$ cat config.mk
export PLATFORM = sky130hd
export DESIGN_NAME = hazard_forward_ctrl
export DESIGN_NICKNAME = d
export VERILOG_FILES = /design/src/rtl/mips_hazard_pkg.sv /design/src/rtl/mdu_busy_counter.sv /design/src/rtl/hazard_forward_ctrl.sv
export SDC_FILE = /design/constraint.sdc
export NUM_CORES = 1
export LEC_CHECK = 0
export CORE_MARGIN = 10
export CORE_UTILIZATION = 38
export CTS_CLUSTER_DIAMETER = 60
export DETAILED_ROUTE_END_ITERATION = 10
export PLACE_DENSITY = 0.75
export RECOVER_POWER = 100
export SYNTH_ARGS = -nofsm -noshare
export SYNTH_HDL_FRONTEND = slang
export SYNTH_SLANG_ARGS = --single-unit
$ cat constraint.sdc
create_clock -name clk -period 1.8 [get_ports clk]
set_input_delay 0.27 -clock clk [delete_from_list [all_inputs] [get_ports clk]]
set_output_delay 0.27 -clock clk [all_outputs]
set_load 0.005 [all_outputs]
$ cat src/rtl/mips_hazard_pkg.sv
// Shared definitions for the hazard/forwarding control block.
//   FWD_*          : operand-select codes driven to the EX-stage forwarding muxes
//   stage_entry_t  : one shadow-pipeline slot {valid, dst, reg_write, mem_read}
//   STAGE_W        : packed width of one slot (used for the debug view)
package mips_hazard_pkg;

  localparam logic [1:0] FWD_REGFILE = 2'b00;
  localparam logic [1:0] FWD_WB      = 2'b01;
  localparam logic [1:0] FWD_MEM     = 2'b10;

  localparam int DST_W = 5;

  typedef struct packed {
    logic             valid;
    logic [DST_W-1:0] dst;
    logic             reg_write;
    logic             mem_read;
  } stage_entry_t;

  localparam int STAGE_W = $bits(stage_entry_t);

endpackage

$ cat src/rtl/mdu_busy_counter.sv
// Busy tracker for the multiply/divide unit.
//   clk, rst_n : clock, asynchronous active-low reset
//   load       : a mult/div start was accepted this cycle
//   busy       : HI/LO are not yet valid for a reader in ID
// The cycle in which the start is accepted is the first of the LATENCY busy
// cycles, so the counter loads LATENCY-1 and busy covers the remaining ones.
// A mflo directly behind a mult therefore waits LATENCY-1 cycles in ID.
// LATENCY is limited to 1..15 (4-bit counter).
module mdu_busy_counter #(
  parameter int LATENCY = 4
) (
  input  logic clk,
  input  logic rst_n,
  input  logic load,
  output logic busy
);

  localparam int CNT_W = 4;

  logic [CNT_W-1:0] cnt_q;
  logic [CNT_W-1:0] cnt_d;

  always_comb begin
    cnt_d = cnt_q;
    if (load) begin
      cnt_d = CNT_W'(LATENCY - 1);
    end else if (cnt_q != '0) begin
      cnt_d = cnt_q - CNT_W'(1);
    end
  end

  always_ff @(posedge clk or negedge rst_n) begin
    if (!rst_n) begin
      cnt_q <= '0;
    end else begin
      cnt_q <= cnt_d;
    end
  end

  assign busy = (cnt_q != '0);

endmodule

$ cat src/rtl/hazard_forward_ctrl.sv
// Hazard detection and forwarding control for a 5-stage MIPS pipeline.
// Sits beside the ID/EX register and keeps its own shadow copy of the
// {valid, dst, reg_write, mem_read} of the instructions in EX, MEM and WB.
//
// Ports
//   clk, rst_n          clock, asynchronous active-low reset
//   id_valid            ID holds a real instruction
//   id_rs, id_rt        source registers of the ID instruction
//   id_dst              destination of the ID instruction
//   id_reg_write        ID instruction writes the regfile
//   id_mem_read         ID instruction is a load
//   id_mdu_start        ID instruction starts mult/div
//   id_uses_hilo        ID instruction reads HI/LO
//   flush_id            kill the ID instruction (taken branch/jump)
//   fwd_a_sel/fwd_b_sel registered EX mux selects: 00 regfile, 01 WB, 10 MEM
//   stall_if/stall_id   hold PC / IF-ID register
//   bubble_ex           load a NOP into ID/EX
//   dbg_shadow          {WB, MEM, EX} shadow slots; a bubble is an all-zero slot
//
// Optional feature, macro HAZARD_BRANCH_FWD_EN: adds id_is_branch input and
// fwd_br_a/fwd_br_b outputs for branch comparison in ID.
//
// All stall outputs are one combinational signal, re-evaluated every cycle;
// flush_id always wins over a stall.
module hazard_forward_ctrl
  import mips_hazard_pkg::*;
#(
  parameter int REG_AW      = 5,
  parameter int MDU_LATENCY = 4
) (
  input  logic              clk,
  input  logic              rst_n,
  input  logic              id_valid,
  input  logic [REG_AW-1:0] id_rs,
  input  logic [REG_AW-1:0] id_rt,
  input  logic [REG_AW-1:0] id_dst,
  input  logic              id_reg_write,
  input  logic              id_mem_read,
  input  logic              id_mdu_start,
  input  logic              id_uses_hilo,
  input  logic              flush_id,
`ifdef HAZARD_BRANCH_FWD_EN
  input  logic              id_is_branch,
  output logic              fwd_br_a,
  output logic              fwd_br_b,
`endif
  output logic [1:0]        fwd_a_sel,
  output logic [1:0]        fwd_b_sel,
  output logic              stall_if,
  output logic              stall_id,
  output logic              bubble_ex,
  output logic [3*STAGE_W-1:0] dbg_shadow
);

  stage_entry_t ex_q, ex_d, mem_q, mem_d, wb_q, wb_d;
  logic [1:0]   fwd_a_q, fwd_a_d, fwd_b_q, fwd_b_d;
  logic         lu, mdu, br_hz, stall, accept, mdu_load, mdu_busy;

  // A stage produces r when it is a live register write to a non-zero r.
  function automatic logic match_f(input stage_entry_t s, input logic [REG_AW-1:0] r);
    return s.valid && s.reg_write && (s.dst == r) && (r != '0);
  endfunction

  // The younger producer (EX now, MEM when the consumer is in EX) wins.
  function automatic logic [1:0] sel_f(input stage_entry_t ex_e, input stage_entry_t mem_e,
                                       input logic [REG_AW-1:0] r);
    logic [1:0] s;
    s = FWD_REGFILE;
    if (match_f(ex_e, r)) begin
      s = FWD_MEM;
    end else if (match_f(mem_e, r)) begin
      s = FWD_WB;
    end
    return s;
  endfunction

  always_comb begin
    lu = id_valid && ex_q.valid && ex_q.mem_read && ex_q.reg_write && (ex_q.dst != '0) &&
         ((ex_q.dst == id_rs) || (ex_q.dst == id_rt));
    mdu = id_valid && mdu_busy && (id_uses_hilo || id_mdu_start);
`ifdef HAZARD_BRANCH_FWD_EN
    // Branch compares in ID: an EX producer is too young to forward, and a
    // load in MEM has no data yet.
    br_hz = id_valid && id_is_branch &&
            (match_f(ex_q, id_rs) || match_f(ex_q, id_rt) ||
             (mem_q.mem_read && (match_f(mem_q, id_rs) || match_f(mem_q, id_rt))));
`else
    br_hz = 1'b0;
`endif
    stall    = (lu || mdu || br_hz) && !flush_id;
    accept   = id_valid && !flush_id && !stall;
    mdu_load = accept && id_mdu_start;

    ex_d = '0;
    if (accept) begin
      ex_d.valid     = 1'b1;
      ex_d.dst       = id_dst;
      ex_d.reg_write = id_reg_write;
      ex_d.mem_read  = id_mem_read;
    end
    mem_d = ex_q;
    wb_d  = mem_q;

    fwd_a_d = FWD_REGFILE;
    fwd_b_d = FWD_REGFILE;
    if (accept) begin
      fwd_a_d = sel_f(ex_q, mem_q, id_rs);
      fwd_b_d = sel_f(ex_q, mem_q, id_rt);
    end
  end

  always_ff @(posedge clk or negedge rst_n) begin
    if (!rst_n) begin
      ex_q    <= '0;
      mem_q   <= '0;
      wb_q    <= '0;
      fwd_a_q <= FWD_REGFILE;
      fwd_b_q <= FWD_REGFILE;
    end else begin
      ex_q    <= ex_d;
      mem_q   <= mem_d;
      wb_q    <= wb_d;
      fwd_a_q <= fwd_a_d;
      fwd_b_q <= fwd_b_d;
    end
  end

  mdu_busy_counter #(
    .LATENCY(MDU_LATENCY)
  ) u_mdu_busy (
    .clk  (clk),
    .rst_n(rst_n),
    .load (mdu_load),
    .busy (mdu_busy)
  );

`ifdef HAZARD_BRANCH_FWD_EN
  assign fwd_br_a = match_f(mem_q, id_rs);
  assign fwd_br_b = match_f(mem_q, id_rt);
`endif

  assign fwd_a_sel  = fwd_a_q;
  assign fwd_b_sel  = fwd_b_q;
  assign stall_if   = stall;
  assign stall_id   = stall;
  assign bubble_ex  = stall;
  assign dbg_shadow = {wb_q, mem_q, ex_q};

endmodule

==> metrics.txt, run 1 <==
Post-DP Area=approximately 0.0021 mm^2; Avg WL per Cell=approximately 15 um; violated checks=negative setup slack; Final Net Count=230; die area=0.006319 mm^2; hold buffers post-CTS=0; Antenna Cells=0; startpoint types=flop; Yosys warning count=0; antenna violations before repair=0; RSZ-0062 raised after global routing=true; Initial Util=39.68%; synth unique cells=28; Post-Synthesis Cells=between 100 and 150; drc violations=0; Compound-Gate Fraction of Synth Area=~5.5%; gpl congestion=0.8392; worst skew pair latency=about 330 ps; Final Max Slew Viols=0; setup TNS=-2129 ps; Post-synth EDFFs=0; die height=approximately 79 um; layout cells sized above 1=30.39%; adder-cell area share of the yosys netlist=0.9302%; delay of the slowest critical-path stage=450 ps; Post-Syn Nets=between 100 and 150; Mapped Area=about 0.0013 mm^2; total power=about 0.0018 W; Core Region=0.003390 mm^2; worst path required time=between 1500 and 2000 ps; most frequent cell after synthesis=dfrtp_1; cts bufs inserted=5; Slowest-stage cell, CP=or4_4; via count=1172; Pre-antenna DRT Iters=4; Commonest cells post-synth=32 x dfrtp_1, 15 x xnor2_1, 7 x and2_1; xor/xnor share of the synthesized area=a little over an eighth; CP arrival=between 1500 and 2000 ps; largest family of logic cells by synthesized area=simple AND/OR/NAND/NOR gates; WL final=3846 um; # clock sinks=32; reg2reg start=dbg_shadow[2]; largest net degree at the start of global routing=33; Top Ports=54; Fmax achieved=between 0.4 and 0.5 GHz; worst slack at placement=-717.3 ps; Pwr Density=783.2 mW/mm^2; Top FF cell, synth=dfrtp_1; post-route cell area=0.002346 mm^2; H-tree depth=2; final worst-path setup slack=-267.1 ps; Max clock buf depth=2; Tcrit/Tclk final=114.8%; post-synthesis average cell area=around 13 um^2; worst min-delay path class=flop to flop; Crit Path Max Fanout=4; total track usage=around an eighth; Final Hold Viols=0; DR iter-0 viols=40; final core occ=between 60% and 70%; I/O Buffers=53; CTS tree=built; first-pass GRT wire length=around 6000 um; Slew headroom=49.27%; grt ovf=0; number of global-route vias before repair=between 1000 and 1500; Setup crit end kind=primary output; CTS clock-pin slew for the worst setup and hold paths=roughly 80 ps; Worst Hold Launch=dbg_shadow[8]; post-synthesis sequential area ratio=59.53%; crit path kind=flop to primary output; Max Cap Viol=0; crit-path cells=clkbuf_1, or4_4, nor2_4, nor2_2, nand2b_4, a21oi_4, buf_2; area grow syn2layout=74.42%; asr flop ratio synth=100.0%; placement row count=21; Worst Setup SP=dbg_shadow[6]; Final ANT Viol Nets=0; flops & latches, synth=32; VDD IR-drop max=0.4991 mV; LEAKAGE=around 1.1 nW; Setup Viol. Count Final=16; root buf cell=clkbuf_4; slew at the pin closest to its max-slew limit=761.0 ps; cell taking the most area after synthesis=dfrtp_1; minimum clock period=about 2100 ps; Final HPWL DP=roughly 2900 um; Avg Vias per Cell=between 4 and 5; post-synth top area share=between 50% and 60%; status=complete, but fails checks; post-synthesis mux area share=0%; Area contributors post-synth=dfrtp_1 60%, xnor2_1 9.8%, xor2_1 3.9%; Final Skew=between 8 and 9 ps; die width=between 70 and 80 um; Simple-Gate Fraction of Synth Area=between 10% and 20%
## critical path: cells and delay by family, from the launching register on
kind / cells / cell delay [ps]
DFF: 1 / 390
AOI/OAI and AO/OA: 1 / 60
buffers and inverters: 2 / 280
and+or+nand+nor: 4 / 740
## registers in the layout, indices dropped and copies added (netlist names)
signal            cells
fwd_b_sel             2
dbg_shadow           24
u_mdu_busy.cnt_q      4
fwd_a_sel             2
## final timing paths
| path | to | slack, ps | cells after the start |
|---|---|---|---|
| worst max-delay path | stall_id | -270 | 7 |
| worst min-delay path | dbg_shadow[16] | 380 | 0 |
| worst max register to register | u_mdu_busy.cnt_q[1] | -210 | 7 |
| worst min register to register | dbg_shadow[16] | 380 | 0 |
| max in group asynchronous | dbg_shadow[5] | 720 | 2 |
| min in group asynchronous | dbg_shadow[23] | 550 | 2 |
## through the flow
stage | hold WS, ps | cells
finish | 378.8 | 250
global route | 410.0 | 250
CTS | 327.4 | 250
detailed placement | 365.7 | 234
global placement | 358.0 | 234
floorplan | -25.59 | 107
## what timing repair did
action / in CTS / in global routing
hold endpoints to repair: 0 / 0
gates resized for setup: 32 / 7
pin swaps: 7 / 3
endpoints found under the setup margin: 12 / 17
setup buffers: 12 / 0
gates cloned: 0 / 0
## kinds of logic (layout without fill, tap and decap cells)
logic type / after synthesis / count (layout)
AOI/OAI and AO/OA: 9 / 9
xor gates and xnor gates: 21 / 21
adders and majority gates: 1 / 1
buffers and inverters: 6 / 103
DFF: 32 / 32
and+or+nand+nor: 38 / 38
## routing by layer
layer	global-route usage (%)	share of wire, %
met5	0	0
met2	20.15	49
met4	8.423	3.4
met1	12.73	38
met3	5.293	9.3
## placed cells by master, fill, tap and decap left out, types with 2 or more instances in the layout
| cell | netlist | routed |
|---|---|---|
| a21o_1 | 2 | 2 |
| nor3b_1 | 2 | 2 |
| xor2_2 | 0 | 2 |
| xnor2_2 | 0 | 2 |
| buf_6 | 1 | 7 |
| buf_2 | 0 | 3 |
| or4_1 | 3 | 2 |
| xor2_1 | 6 | 4 |
| nor3_1 | 3 | 2 |
| xnor2_1 | 15 | 13 |
| dfrtp_1 | 32 | 31 |
| clkdlybuf4s50_1 | 0 | 25 |
| clkbuf_4 | 0 | 8 |
| inv_1 | 3 | 3 |
| nor2_1 | 6 | 4 |
| nand4_1 | 3 | 3 |
| and2_1 | 7 | 7 |
| o21ai_0 | 2 | 2 |
| dlygate4sd3_1 | 0 | 23 |
| nand2_1 | 5 | 5 |
| buf_4 | 2 | 27 |
| nand3_1 | 3 | 2 |
| dlygate4sd2_1 | 0 | 2 |
| clkbuf_1 | 0 | 4 |
## power breakdown
part           total [W]  internal, W  switching [W]
Combinational   0.000655     0.000393       0.000261
Sequential      0.000849     0.000798      0.0000509
Clock           0.000334     0.000130       0.000204
Total            0.00184      0.00132       0.000516
## cell type report
type | count | area, um^2
tap | 46 | 57.56
clock buffer | 5 | 37.54
timing repair buffer | 95 | 837.1
sequential | 32 | 802.0
inverter | 3 | 11.26
multi-input combinational | 69 | 600.6
fill | 218 | 1044
Note: power is estimated with default switching activity, not from simulation.
==> inputs of run 2 (changes only) <==
--- a/constraint.sdc
+++ b/constraint.sdc
@@ -3,2 +3,2 @@
 set_output_delay 0.27 -clock clk [all_outputs]
-set_load 0.005 [all_outputs]
+set_load 0.01 [all_outputs]
==> metrics.txt, run 2 (same netlist as run 1, synthesis figures left out) <==
post-route cell area=0.002374 mm^2; gpl congestion=approximately 0.84; Top Ports=54; Final ANT Viol Nets=0; CTS clock-pin slew for the worst setup and hold paths=100 ps; Slew headroom=between 40 and 50%; fin cells=roughly 250; Max clock buf depth=2; hold path depth=0; Crit Path Max Fanout=3; slew at the pin closest to its max-slew limit=750.8 ps; status=complete, but fails checks; worst min-delay path class=flop to flop; worst skew pair latency=between 300 and 400 ps; number of global-route vias before repair=roughly 1200; violated checks=negative setup slack; Antenna Cells=0; largest net degree at the start of global routing=33; final core occ=between 70 and 80%; minimum clock period=approximately 2200 ps; R2R Setup Slk=-130 ps; # clock sinks=32; Pre-antenna DRT Iters=4; grt ovf=0; Initial Util=39.68%; die area=approximately 0.0063 mm^2; cts bufs inserted=5; worst path required time=around 1500 ps; hold buffers post-CTS=0; die height=slightly below 80 um; Final Hold Viols=0; most common cell after layout, fill and taps aside=clkdlybuf4s50_1; max FFs per register=24; reg2reg start=dbg_shadow[6]; total power=0.002097 W; Worst Hold Launch=dbg_shadow[8]; Pwr Density=883.6 mW/mm^2; Reg2Reg Capture Point=u_mdu_busy.cnt_q[1]; Avg Vias per Cell=around 4.8; startpoint types=flop; Fmax achieved=roughly 0.47 GHz; VDD IR-drop max=between 0.4 and 0.5 mV; Max Cap Viol=0; Fill cells=between 200 and 250; CP arrival=roughly 1900 ps; RSZ-0062 raised after global routing=true; Tcrit/Tclk final=119.5%; worst reg2reg path depth=7; DR iter-0 viols=between 60 and 70; Avg WL per Cell=between 15 and 20 um; H-tree depth=2; total track usage=between 10% and 20%; Final Max Slew Viols=0; root buf cell=clkbuf_4; storage element area=a little over 800 um^2; crit path kind=flop to primary output; placement row count=21; WL final=4065 um; most frequent cells in the layout=45 x clkdlybuf4s50_1, 30 x buf_4, 28 x dfrtp_1; Core Region=between 0.003 and 0.004 mm^2; via count=1182; antenna violations before repair=0; die width=between 70 and 80 um; Final HPWL DP=approximately 3000 um; layout cells sized above 1=a little over a third; Placed Cells=234; LEAKAGE=between 1 and 1.5 nW; Final Net Count=224; Setup Viol. Count Final=14; Hold EP=dbg_shadow[16]; Final Skew=approximately 12 ps; multi-input logic area=approximately 600 um^2; Hold WS=386.0 ps; area grow syn2layout=76.47%; I/O Buffers=53; CTS tree=built; drc violations=0; Setup crit end kind=primary output; first-pass GRT wire length=approximately 6000 um; Post-DP Area=0.002162 mm^2; final worst-path setup slack=-350.2 ps
## run 2: cell type report
type | count | share of cell area (%)
repair buffers | 89 | 34.05
clock inverters | 2 | 1.476
well taps | 46 | 2.425
flip-flops and latches | 32 | 33.95
multi-input cells | 69 | 25.88
clock buffers | 6 | 1.740
inverters | 3 | 0.4744
## run 2: power by group
part           switching, W  leakage [nW]  internal [W]
clock network      0.000233        0.0422      0.000291
registers         0.0000653         0.429      0.000799
logic              0.000284         0.609      0.000425
## run 2: through the flow
step / setup TNS [ps] / setup slack [ps]
final: -2234 / -350.2
after global routing: -3451 / -435.1
after CTS: -1999 / -319.3
after detailed placement: -5908 / -736.4
after global placement: -5406 / -664.7
after floorplan: 0 / 0.8216
## run 2: metal layers
metal | global-route usage (%) | share of wire (%)
met2 | 21.93 | 54
met4 | 5.376 | 1.7
met5 | 0 | 0
met1 | 11.74 | 37
met3 | 4.167 | 7.5
## run 2: worst max path at each step
| stage | from | end | slack (ps) | cells past startpoint |
|---|---|---|---|---|
| 4_1_cts | dbg_shadow[2] | stall_id | -320 | 6 |
| 2_1_floorplan | dbg_shadow[3] | stall_id | 0.8 | 6 |
| 3_5_place_dp | id_rs[1] | stall_id | -740 | 7 |
| 3_3_place_gp | id_rs[1] | bubble_ex | -660 | 7 |
| 6_report | dbg_shadow[6] | stall_id | -350 | 7 |
| 5_1_grt | dbg_shadow[6] | stall_id | -440 | 7 |
## run 2: critical path, cell delays in order, from the launching register on
cell and delay [ps]:
dfrtp_2 440, buf_4 150, xnor2_1 180, nand2_1 120, a2bb2oi_2 150, nand2b_4 170, a21oi_4 200, buf_6 140
## run 2: what timing repair did
item	CTS	global route
setup endpoints to repair	13	19
buffers inserted	3	4
gates resized for setup	28	19
pin swaps	12	7
endpoints found under the hold margin	0	0
==> RTL change, RTL diff (settings of run 2) <==
Add a define of `HAZARD_BRANCH_FWD_EN`.
--- a/src/rtl/hazard_forward_ctrl.sv
+++ b/src/rtl/hazard_forward_ctrl.sv
@@ -23,4 +23,6 @@
 // All stall outputs are one combinational signal, re-evaluated every cycle;
 // flush_id always wins over a stall.
+`define HAZARD_BRANCH_FWD_EN
+
 module hazard_forward_ctrl
   import mips_hazard_pkg::*;
Ports: changed (added fwd_br_a, fwd_br_b and id_is_branch); port bits go from 54 to 57. No check against the original RTL was run, so the function may have changed too.
==> RTL change against run 2 <==
The run still ends with negative setup slack left. Sequential cell count is the same. Combinational power is 9.3% lower. First-iteration DRC count rose by 84%. Worst hold slack got worse by 0.076 ns. Final area increased by 8.4%. Synthesized area rose by 1.1%. Register-to-register slack worse by 0.41 ns. Die area increased by 0.83%. Routed wire length grew 21%. Total power shrank 9.2%. Clock power down 19%. Count of clock-buffer cells in the layout stayed put. Worst setup slack worse by 0.32 ns. Critical path type unchanged.
==> RTL change: results <==
[timing]
fin_setup_tns_ns = -8.57
skew_ns = 0.0127
finalSetupViolCount = 19
setup_slack_ns = -0.666
holdWs_ns = 0.310

[run_status]
violations = negative setup slack
status = finished, violations left

[finish]
nMultiInputCombCells = 72
final-instance-count-excl-fill = 274
n_all_buffers = 113
fill_cells = 212
multi_input_area_um2 = 652
buf_share = 0.383

[worst_setup_path]
cp-endpoint = bubble_ex
worstPathMaxFanout = 4
cpLargestDelayFamily = simple AND/OR/NAND/NOR gates
r2r_end = fwd_a_sel[0]
worstRegToRegCells = 9
rrSetupSlack_ns = -0.54

[yosys]
synth_cell_types = 33
synth_area_leaders = dfrtp_1, xnor2_1, xor2_1
yosys-top-cells-count = dfrtp_1, xnor2_1, xor2_1, and2_2
netlist_instances = 110
ys_seq_area_frac = 0.589

[place]
hpwlAfterDp_mm = 3.28
gp_congestion = 0.883
portBuffers = 56
postPlaceCellArea_mm2 = 0.00230

[pwr]
intPower_uw = 1350
clk-power_uw = 424
ir_drop_uv = 703
p_leak_uw = 0.00126

[global_route]
grt_pass1_wl_mm = 7.34

[drt]
drtIter0Drc = 118
totalWireLength_mm = 4.91

[min_path]
hp-class = input pin to async pin
==> RTL change: kinds of logic after synthesis <==
family | synth area share
AO/OA/AOI/OAI | 0.0837
XOR/XNOR | 0.135
adder cells (fa/ha/maj) | 0.00920
buffers and inverters | 0.0276
flip-flops | 0.589
AND/OR/NAND/NOR | 0.155
==> RTL change: routing by layer <==
metal / global-route usage / vias to the layer above / wire length, um / share of wire
met2: 0.250 / 50 / 2440 / 0.50
li1: - / 617 / - / -
met5: 0 / - / 0 / 0
met3: 0.0552 / 8 / 381 / 0.078
met1: 0.169 / 657 / 1970 / 0.40
met4: 0.0704 / 0 / 116 / 0.024
==> RTL change: through the flow <==
stage | total power, uW | util | setup WS, ns
4_1_cts | 1880 | 0.739 | -0.612
3_5_place_dp | 1450 | 0.679 | -0.990
5_1_grt | 2020 | 0.759 | -0.822
6_report | 1910 | 0.759 | -0.666
3_3_place_gp | 1420 | 0.679 | -0.925
2_1_floorplan | 1110 | - | -0.332
